`config.mk`:
```
export PLATFORM = sky130hd
export DESIGN_NAME = reg_write_arbiter
export DESIGN_NICKNAME = d
export VERILOG_FILES = /design/src/rtl/regfile_pkg.sv /design/src/rtl/reg_write_arbiter_rr_arbiter2.sv /design/src/rtl/reg_write_arbiter.sv
export SDC_FILE = /design/constraint.sdc
export NUM_CORES = 1
export LEC_CHECK = 0
export BUFFER_PORTS_ARGS = -buffer_cell sky130_fd_sc_hd__buf_4
export CAP_MARGIN = 20
export CELL_PAD_IN_SITES_DETAIL_PLACEMENT = 0
export CELL_PAD_IN_SITES_GLOBAL_PLACEMENT = 1
export CORE_MARGIN = 5
export CORE_UTILIZATION = 30
export CTS_BUF_LIST = sky130_fd_sc_hd__clkbuf_4 sky130_fd_sc_hd__clkbuf_8 sky130_fd_sc_hd__clkbuf_16
export CTS_CLUSTER_DIAMETER = 80
export CTS_CLUSTER_SIZE = 14
export DETAILED_ROUTE_END_ITERATION = 10
export HOLD_SLACK_MARGIN = 0.06
export MAX_ROUTING_LAYER = met4
export PLACE_DENSITY_LB_ADDON = 0.3
export SYNTH_ARGS = -nofsm -noshare
export SYNTH_HDL_FRONTEND = slang
export SYNTH_HIERARCHICAL = 1
export SYNTH_SLANG_ARGS = --single-unit
export TNS_END_PERCENT = 50
```
`constraint.sdc`:
```
create_clock -name clk -period 2.15 [get_ports clk]
set_input_delay 0.215 -clock clk [delete_from_list [all_inputs] [get_ports clk]]
set_output_delay 0.215 -clock clk [all_outputs]
set_load 0.1 [all_outputs]
```
`src/rtl/regfile_pkg.sv`:
```
// Shared register-file constants and the writeback source identifiers used by
// the register file and its write-port arbiter.
package regfile_pkg;

    localparam int XLEN       = 32;
    localparam int NREG       = 32;
    localparam int REG_ADDR_W = $clog2(NREG);

    typedef enum logic {
        SRC_ALU  = 1'b0,
        SRC_LOAD = 1'b1
    } src_id_e;

    function automatic src_id_e otherSrc(input src_id_e s);
        return (s == SRC_ALU) ? SRC_LOAD : SRC_ALU;
    endfunction

endpackage

```
`src/rtl/reg_write_arbiter_rr_arbiter2.sv`:
```
// Two-requester round-robin arbiter (module rr_arbiter2). The pointer names the
// preferred requester and moves to the other one after every grant.
import regfile_pkg::*;

module rr_arbiter2 (
    input  logic       clk,
    input  logic       rst,
    input  logic [1:0] req,
    output logic [1:0] grant,
    output src_id_e    ptr
);

    src_id_e ptrNext;

    always_comb begin
        grant   = 2'b00;
        ptrNext = ptr;
        if (req == 2'b11) begin
            grant = (ptr == SRC_ALU) ? 2'b01 : 2'b10;
        end else begin
            grant = req;
        end
        if (grant[0]) begin
            ptrNext = otherSrc(SRC_ALU);
        end else if (grant[1]) begin
            ptrNext = otherSrc(SRC_LOAD);
        end
    end

    always_ff @(posedge clk or posedge rst) begin
        if (rst) begin
            ptr <= SRC_ALU;
        end else begin
            ptr <= ptrNext;
        end
    end

endmodule

```
`src/rtl/reg_write_arbiter.sv`:
```
// Register-file write-port arbiter: one holding slot per writeback source, a
// round-robin grant per cycle, and an optional pending-write scoreboard
// (enabled by defining REG_WRITE_ARBITER_SCOREBOARD_EN).
import regfile_pkg::*;

module reg_write_arbiter #(
    parameter int XLEN = regfile_pkg::XLEN,
    parameter int NREG = regfile_pkg::NREG
) (
    input  logic                     clk,
    input  logic                     rst,
    input  logic                     s0_valid,
    output logic                     s0_ready,
    input  logic [$clog2(NREG)-1:0]  s0_rd,
    input  logic [XLEN-1:0]          s0_data,
    input  logic                     s1_valid,
    output logic                     s1_ready,
    input  logic [$clog2(NREG)-1:0]  s1_rd,
    input  logic [XLEN-1:0]          s1_data,
    output logic                     wr_en,
    output logic [$clog2(NREG)-1:0]  wr_addr,
    output logic [XLEN-1:0]          wr_data,
    input  logic                     mark_valid,
    input  logic [$clog2(NREG)-1:0]  mark_rd,
    input  logic [$clog2(NREG)-1:0]  q_rs1,
    input  logic [$clog2(NREG)-1:0]  q_rs2,
    output logic                     busy1,
    output logic                     busy2
);

    localparam int AW = $clog2(NREG);

    // Handshake: a source transfers at the rising edge where sN_valid and
    // sN_ready are both high; ready is high when the slot is empty or is
    // being granted this cycle, so a draining slot refills without a bubble.

    logic            holdV0, holdV1;
    logic [AW-1:0]   holdRd0, holdRd1;
    logic [XLEN-1:0] holdD0, holdD1;
    logic [1:0]      grant;
    src_id_e         arbPtr;

    rr_arbiter2 u_arb (
        .clk   (clk),
        .rst   (rst),
        .req   ({holdV1, holdV0}),
        .grant (grant),
        .ptr   (arbPtr)
    );

    assign s0_ready = !holdV0 || grant[0];
    assign s1_ready = !holdV1 || grant[1];

    always_ff @(posedge clk or posedge rst) begin
        if (rst) begin
            holdV0  <= 1'b0;
            holdRd0 <= '0;
            holdD0  <= '0;
        end else if (s0_valid && s0_ready) begin
            holdV0  <= 1'b1;
            holdRd0 <= s0_rd;
            holdD0  <= s0_data;
        end else if (grant[0]) begin
            holdV0  <= 1'b0;
        end
    end

    always_ff @(posedge clk or posedge rst) begin
        if (rst) begin
            holdV1  <= 1'b0;
            holdRd1 <= '0;
            holdD1  <= '0;
        end else if (s1_valid && s1_ready) begin
            holdV1  <= 1'b1;
            holdRd1 <= s1_rd;
            holdD1  <= s1_data;
        end else if (grant[1]) begin
            holdV1  <= 1'b0;
        end
    end

    // Port follows the granted slot; register 0 entries retire without a write.
    always_comb begin
        wr_addr = '0;
        wr_data = '0;
        if (grant[0]) begin
            wr_addr = holdRd0;
            wr_data = holdD0;
        end else if (grant[1]) begin
            wr_addr = holdRd1;
            wr_data = holdD1;
        end
    end

    assign wr_en = (|grant) && (wr_addr != '0);

`ifdef REG_WRITE_ARBITER_SCOREBOARD_EN
    logic [NREG-1:0] busy;
    logic            unusedSink;

    // The set is applied last so a new reservation beats a same-edge commit.
    always_ff @(posedge clk or posedge rst) begin
        if (rst) begin
            busy <= '0;
        end else begin
            if (wr_en) begin
                busy[wr_addr] <= 1'b0;
            end
            if (mark_valid && (mark_rd != '0)) begin
                busy[mark_rd] <= 1'b1;
            end
        end
    end

    assign busy1      = (q_rs1 != '0) && busy[q_rs1];
    assign busy2      = (q_rs2 != '0) && busy[q_rs2];
    assign unusedSink = ^{arbPtr};
`else
    logic unusedSink;

    assign busy1      = 1'b0;
    assign busy2      = 1'b0;
    assign unusedSink = ^{arbPtr, mark_valid, mark_rd, q_rs1, q_rs2};
`endif

endmodule

```
Yosys cells after proc, flatten, opt, wreduce, memory -nomap -nowiden
Index checks and enable logic that the tools add are counted.
- add/subtract/negate cells: 0
- multiply operators: 0
- div/mod/pow operators: 0
- magnitude comparators: 0
- eq/ne operators: 1
- shift-type cells: 0
- muxes and demuxes: 11
- bitwise operators: 0
- reduce and logical (&&, ||, !) cells: 12
- operators by type and width (cell ; number):
    $mux 32 ; 2
    $mux 5 ; 2
    $reduce_bool 2->1 ; 3
    $mux 1 ; 5
    $reduce_bool 5->1 ; 1
    $mux 2 ; 2
    $logic_and 1x1->1 ; 3
    $eq 2x2->1 const B ; 1
    $logic_not 1->1 ; 2
    $logic_or 1x1->1 ; 2
    $reduce_or 2->1 ; 1
- flip-flop bits (word level): 77
- latch bits: 0
- memory bits (writable): 0
- ROM bits: 0
- input port bits: 94
- memories: 0

Depth between registers and ports, before layout
Gate-level depths: netlist of the first run.
- depth in word-level cells: 6
- gate-level depth with buffers: 6

Hierarchy
The synthesis of the first run kept the hierarchy.
- by module, submodules not included (module ; instances ; cells each ; area an instance (um2)):
    reg_write_arbiter ; 1 ; 256 ; 3295.7
    rr_arbiter2 ; 1 ; 8 ; 63.8

Worst setup path before layout of the first run
No wires, ideal clock.
- path type: register to output
- start: register holdV0
- end: output port wr_addr[0]
- arrival time: 3350 ps
- slack: -1415 ps
- stages on the path, launching flop included: 6
- buffers on the path: 2
- cell sequence: dfrtp_1 a21boi_1 clkbuf_1 clkbuf_1 nand2_1 o21ai_0
- longest elaborated chain between the ends: 4
- ends and longest elaborated chain (element ; line ; text):
    from (decl) ; reg_write_arbiter.sv:37 ; logic holdV0, holdV1;
    from (signal assigned) ; reg_write_arbiter.sv:56 ; holdV0 <= 1'b0;
    from (signal assigned) ; reg_write_arbiter.sv:60 ; holdV0 <= 1'b1;
    from (signal assigned) ; reg_write_arbiter.sv:64 ; holdV0 <= 1'b0;
    $eq 2x2->1 ; reg_write_arbiter_rr_arbiter2.sv:18 ; if (req == 2'b11) begin
    $mux 2 ; reg_write_arbiter_rr_arbiter2.sv:18 ;
    net grant[1] ; reg_write_arbiter.sv:40 ; logic [1:0] grant;
    $mux 5 ; reg_write_arbiter.sv:89 ; end else if (grant[1]) begin
    $mux 5 ; reg_write_arbiter.sv:86 ; if (grant[0]) begin
    to (decl) ; reg_write_arbiter.sv:21 ; output logic [$clog2(NREG)-1:0] wr_addr,
The timed path passes the listed nets, and every way through them passes these cells.

Final worst setup path of the first run
- start: register holdV0
- end: output port wr_en
- RTL lines (element ; line ; text):
    $eq 2x2->1 ; reg_write_arbiter_rr_arbiter2.sv:18 ;
    $mux 2 * ; reg_write_arbiter_rr_arbiter2.sv:18 ;
    net grant[0] ; reg_write_arbiter.sv:40 ;
    $mux 5 ; reg_write_arbiter.sv:86 ;
    $reduce_bool 5->1 ; reg_write_arbiter.sv:95 ; assign wr_en = (|grant) && (wr_addr != '0);
    $logic_and 1x1->1 * ; reg_write_arbiter.sv:95 ;
    to (decl) ; reg_write_arbiter.sv:20 ; output logic wr_en,
The timed path passes the listed nets; every way through them passes the cells marked *.

==> results of run 1 <==
cell families after synthesis:
group	after synthesis	share of synthesized area, %
other	1	0.1116
buffers and inverters	22	3.277
and+or+nand+nor	47	5.885
DFF	77	57.36
AOI/OAI and AO/OA	43	8.566
muxes	74	24.80
final cells by class:
type / count / area [um^2]
clock inverter: 7 / 51.30
inverter: 3 / 12.51
timing repair buffer: 159 / 1617
tap: 140 / 175.2
clock buffer: 9 / 123.9
sequential: 77 / 1931
fill: 1000 / 5483
multi-input combinational: 166 / 1495
path summary, 6_finish.rpt:
check / to / cells after the start / start / slack [ps]
setup reg to reg: holdD0[20] / 8 / holdV0 / 130
hold reg to reg: holdD0[19] / 1 / holdD0[19] / 490
hold / removal: holdD0[12] / 2 / s0_data[12] / 80
min in group asynchronous: u_arb/ptr / 3 / rst / 280
max in group asynchronous: holdRd1[1] / 4 / rst / 1130
setup / recovery: wr_en / 5 / holdV0 / -110
per-stage QoR:
stage	setup slack [ps]	TNS [ps]	hold slack (ps)
3_5_place_dp	89.59	0	83.14
4_1_cts	-156.1	-346.7	60.10
2_1_floorplan	-461.1	-16000	-56.29
6_report	-109.6	-109.6	82.57
3_3_place_gp	128.1	0	84.15
5_1_grt	-219.2	-894.3	62.37
layout by cell type, fill, tap and decap left out, drive strengths merged, types with 3 or more instances in the layout:
cell type	instances
o21ai	22
mux2	74
nand2b	4
clkinv	5
dlygate4sd3	21
buf	137
a22o	18
inv	3
dfrtp	77
clkbuf	10
nand2	40
timing repair:
action                                  CTS  global route
pin swaps                                 1             1
buffers inserted                          6             2
hold endpoints to repair                 36             2
gates cloned                              0             1
hold buffers                             19             2
gates resized for setup                  69            18
endpoints found under the setup margin   31            68
critical path, cell delays in order, from the launching register on:
cell and delay, ps:
dfrtp_2 420, a21boi_4 270, nor2b_2 80, a22o_2 220, or4_4 520, buf_12 180
metal layers:
metal	GRT usage [%]	part of all wire [%]
met1	17.70	44
met3	4.543	7.6
met4	4.022	1.4
met5	-	0
met2	21.14	47
flip-flops by register name (all words and copies together) (netlist names):
| signal | count |
|---|---|
| holdV1 | 1 |
| holdRd0 | 5 |
| holdRd1 | 5 |
| holdV0 | 1 |
| holdD0 | 32 |
| u_arb/ptr | 1 |
| holdD1 | 32 |
==> flow_summary.json, run 1 <==
{
  "vias": 2561,
  "diodes": 0,
  "netlist_instances": 264,
  "ys_seq_elements": 77,
  "syn_area_um2": 3359,
  "synth_edf_count": 0,
  "track_usage_pct": 13.86,
  "yosysSeqAreaShare_pct": 57.36,
  "hold_viol_final": 0,
  "syn2layout_area_growth_pct": 60.89,
  "core_area_um2": 10890,
  "drt_wl_total_mm": 8.780,
  "dp_hpwl_mm": 6.046,
  "synthFlopType": "dfrtp_1",
  "grt-ovfl-total": 0,
  "drcViolationCount": 0,
  "placed_area_um2": 4604,
  "wl_per_cell_um": 15.65,
  "dr.pass1.iters": 4,
  "grt_max_degree": 60,
  "max_cap_violations": 0,
  "outcome": "finished with violations",
  "grt_pass1_vias": 2751,
  "rsz0062_at_grt": "yes",
  "critical_path_class": "flop to output pin",
  "grt_pass1_wl_mm": 13.90,
  "dp_cells": 515,
  "min_period_ps": 2260,
  "worstPathRequired_ps": 1930,
  "cts_tree": "built",
  "hold_path.class": "input port to flop",
  "slew_violations": 0,
  "die_area_um2": 13410,
  "stdcell_count": 561,
  "synth_top_area_share_pct": 57.36,
  "syn_avg_cell_area_um2": 12.73,
  "drtIter0Drc": 58,
  "yosys-top-cells-count": "dfrtp_1, mux2_1, nand2_1, o21ai_0, a22o_1",
  "setup_ws_ps": -109.6,
  "violations": "setup timing",
  "ioPinCount": 136,
  "fin_crit_sh_pct": 105.1,
  "cts_root_buf": "clkbuf_8",
  "io_buffers": 117,
  "final_area_um2": 5405,
  "fp.dieW_um": 115.8,
  "drive_gt1_share_pct": 48.46,
  "start_util_pct": 30.85,
  "cts.sinks": 77,
  "finalClockSkew_ps": 9.457,
  "cts_buffers": 9,
  "nNetsFinal": 510,
  "via_per_inst": 4.565,
  "clk_pin_slew_worst_paths_ps": 80,
  "yosysUniqueCellTypes": 22,
  "htree_levels": 3,
  "yosysTopAreaCell": "dfrtp_1",
  "rows": 38,
  "globalplace.congestion": 0.7636,
  "cp-end-kind": "output pin",
  "clockBufferDepth": 2,
  "final_util_pct": 49.64,
  "worstPathMaxFanout": 4,
  "start_kind": "flop",
  "synth_area_leaders": "dfrtp_1, mux2_1, a22o_1, nand2_1, mux2_2",
  "finalSetupViolCount": 1,
  "yosys_warnings": 6,
  "die_h_um": 115.8,
  "yosysMostFrequentCell": "dfrtp_1",
  "antenna_found_initial": 0,
  "final_antenna_net_count": 0,
  "insertion_delay_ps": 350,
  "cp_data_arrival_time_ps": 2040,
  "async_reset_ff_share_pct": 100.0,
  "fmax_mhz": 442.6
}
Power of run 1 is left out: the tool's default activity adds up to more than one toggle a clock period on the data nets, which glitch-free logic cannot reach.
==> inputs of run 2 (changes only) <==
--- a/config.mk
+++ b/config.mk
@@ -5,7 +5,6 @@
 export SDC_FILE = /design/constraint.sdc
 export NUM_CORES = 1
 export LEC_CHECK = 0
-export BUFFER_PORTS_ARGS = -buffer_cell sky130_fd_sc_hd__buf_4
 export CAP_MARGIN = 20
 export CELL_PAD_IN_SITES_DETAIL_PLACEMENT = 0
 export CELL_PAD_IN_SITES_GLOBAL_PLACEMENT = 1
@@ -15,6 +14,7 @@
 export CTS_CLUSTER_DIAMETER = 80
 export CTS_CLUSTER_SIZE = 14
 export DETAILED_ROUTE_END_ITERATION = 10
+export DONT_BUFFER_PORTS = 1
 export HOLD_SLACK_MARGIN = 0.06
 export MAX_ROUTING_LAYER = met4
 export PLACE_DENSITY_LB_ADDON = 0.3
==> flow_summary.json, run 2 (synthesized netlist as in run 1, its figures left out) <==
{
  "slew_violations": 0,
  "finalClockSkew_ps": 15.16,
  "multi_input_area_um2": 1614,
  "start_util_pct": 30.85,
  "start_kind": "flop",
  "core_area_um2": 10890,
  "r2r_end": "holdD1[19]",
  "via_per_inst": 4.673,
  "drcViolationCount": 0,
  "wl_per_cell_um": 16.89,
  "r2r-start": "holdV0",
  "grt_pass1_vias": 2798,
  "diodes": 0,
  "track_usage_pct": 13.98,
  "hold_viol_final": 0,
  "r2r_cells": 7,
  "fill_cells": 938,
  "worstPathRequired_ps": 1930,
  "drt_wl_total_mm": 9.087,
  "die_h_um": 115.8,
  "setup_ws_ps": -109.6,
  "grt-ovfl-total": 0,
  "drtIter0Drc": 62,
  "cp-end-kind": "output pin",
  "globalplace.congestion": 0.7084,
  "cp_data_arrival_time_ps": 2040,
  "hold_path.class": "input port to asynchronous set/reset pin",
  "cts_root_buf": "clkbuf_8",
  "violations": "setup timing",
  "antenna_found_initial": 0,
  "dp_cells": 436,
  "fmax_mhz": 442.6,
  "relSlewSlack_pct": 53.68,
  "syn2layout_area_growth_pct": 66.74,
  "die_area_um2": 13410,
  "most-common-layout-cells": "dlygate4sd3_1, dfrtp_1, mux2_1",
  "reg_top3": "holdD0: 32 flops, holdD1: 32 flops",
  "final_antenna_net_count": 0,
  "dp_hpwl_mm": 5.888,
  "worst_slew_pin_slew_ps": 692.2,
  "final_common_cell": "dlygate4sd3_1",
  "outcome": "finished with violations",
  "io_buffers": 0,
  "cts_tree": "built",
  "vias": 2514,
  "drive_gt1_share_pct": 33.67,
  "min_period_ps": 2260,
  "fp.dieW_um": 115.8,
  "cp-startpoint": "holdV1",
  "grt_pass1_wl_mm": 14.08,
  "finalSetupViolCount": 13,
  "critical_path_class": "flop to output pin",
  "stdcell_count": 538,
  "max_cap_violations": 0,
  "htree_levels": 3,
  "seqCellArea_um2": 1931,
  "pre_cts_slack_ps": 192.6,
  "fin_crit_sh_pct": 105.1,
  "rows": 38,
  "cts.sinks": 77,
  "grt_max_degree": 41,
  "insertion_delay_ps": 340,
  "rsz0062_at_grt": "yes",
  "cts_buffers": 9,
  "clockBufferDepth": 2,
  "ff2ff_setup_slack_ps": 330,
  "clk_pin_slew_worst_paths_ps": 90,
  "worstPathMaxFanout": 7,
  "nNetsFinal": 487,
  "ioPinCount": 136,
  "dr.pass1.iters": 4
}
==> run 2: cell types whose count changed in the layout (fill, tap and decap cells not counted), moves of 2 or more <==
| cell | before | now |
|---|---|---|
| a22o_1 | 11 | 2 |
| a22o_2 | 7 | 1 |
| a22o_4 | 0 | 15 |
| buf_12 | 14 | 29 |
| buf_4 | 89 | 22 |
| buf_6 | 24 | 5 |
| buf_8 | 9 | 1 |
| bufinv_16 | 0 | 2 |
| clkinv_2 | 3 | 1 |
| dlygate4sd3_1 | 21 | 77 |
| nand2_2 | 1 | 3 |
==> run 2: critical path, cell delays in order (launching register included) <==
cell	delay, ps
dfrtp_2	460
a21boi_4	280
nor2b_4	70
a22o_2	220
or4_4	660
==> run 2: area by class of cell <==
type	count	share of cell area (%)
clock inverters	6	1.675
multi-input cells	166	28.81
inverters	3	0.2234
flip-flops and latches	77	34.47
repair buffers	136	29.24
well taps	140	3.127
clock buffers	10	2.457
==> run 2: metrics by stage <==
step / TNS (ps) / utilization, % / hold WS (ps) / cell area, um^2
final: -372.6 / 51.45 / 189.8 / 5602
after global routing: -3261 / 51.45 / 164.5 / 5602
after CTS: -1149 / 48.64 / 161.7 / 5296
after detailed placement: 0 / 38.81 / -51.42 / 4225
after global placement: 0 / 38.81 / -50.64 / 4225
after floorplan: -16000 / - / -56.29 / 3468
==> run 2: how the worst max path moves through the flow <==
stage	endpoint	slack [ps]	cells past startpoint
after floorplan	wr_data[16]	-460	5
after global placement	wr_en	190	4
after detailed placement	wr_en	190	4
after CTS	wr_en	-140	4
after global routing	wr_en	-190	4
final	wr_en	-110	4
==> run 2: timing repair <==
action	CTS	global route
resized for setup	10	45
cloned	0	2
hold buffers	77	0
setup endpoints to repair	34	35
setup buffers	5	2
pin swaps	3	12
hold endpoints to repair	113	0
==> run 2: routing by layer <==
metal / vias up / part of all wire [%] / track usage [%]
li1: 1181 / - / -
met4: 0 / 0.72 / 2.784
met2: 86 / 49 / 23.63
met5: - / 0 / -
met1: 1238 / 43 / 16.33
met3: 9 / 7.2 / 4.700
Power of run 2 is left out for the same reason.
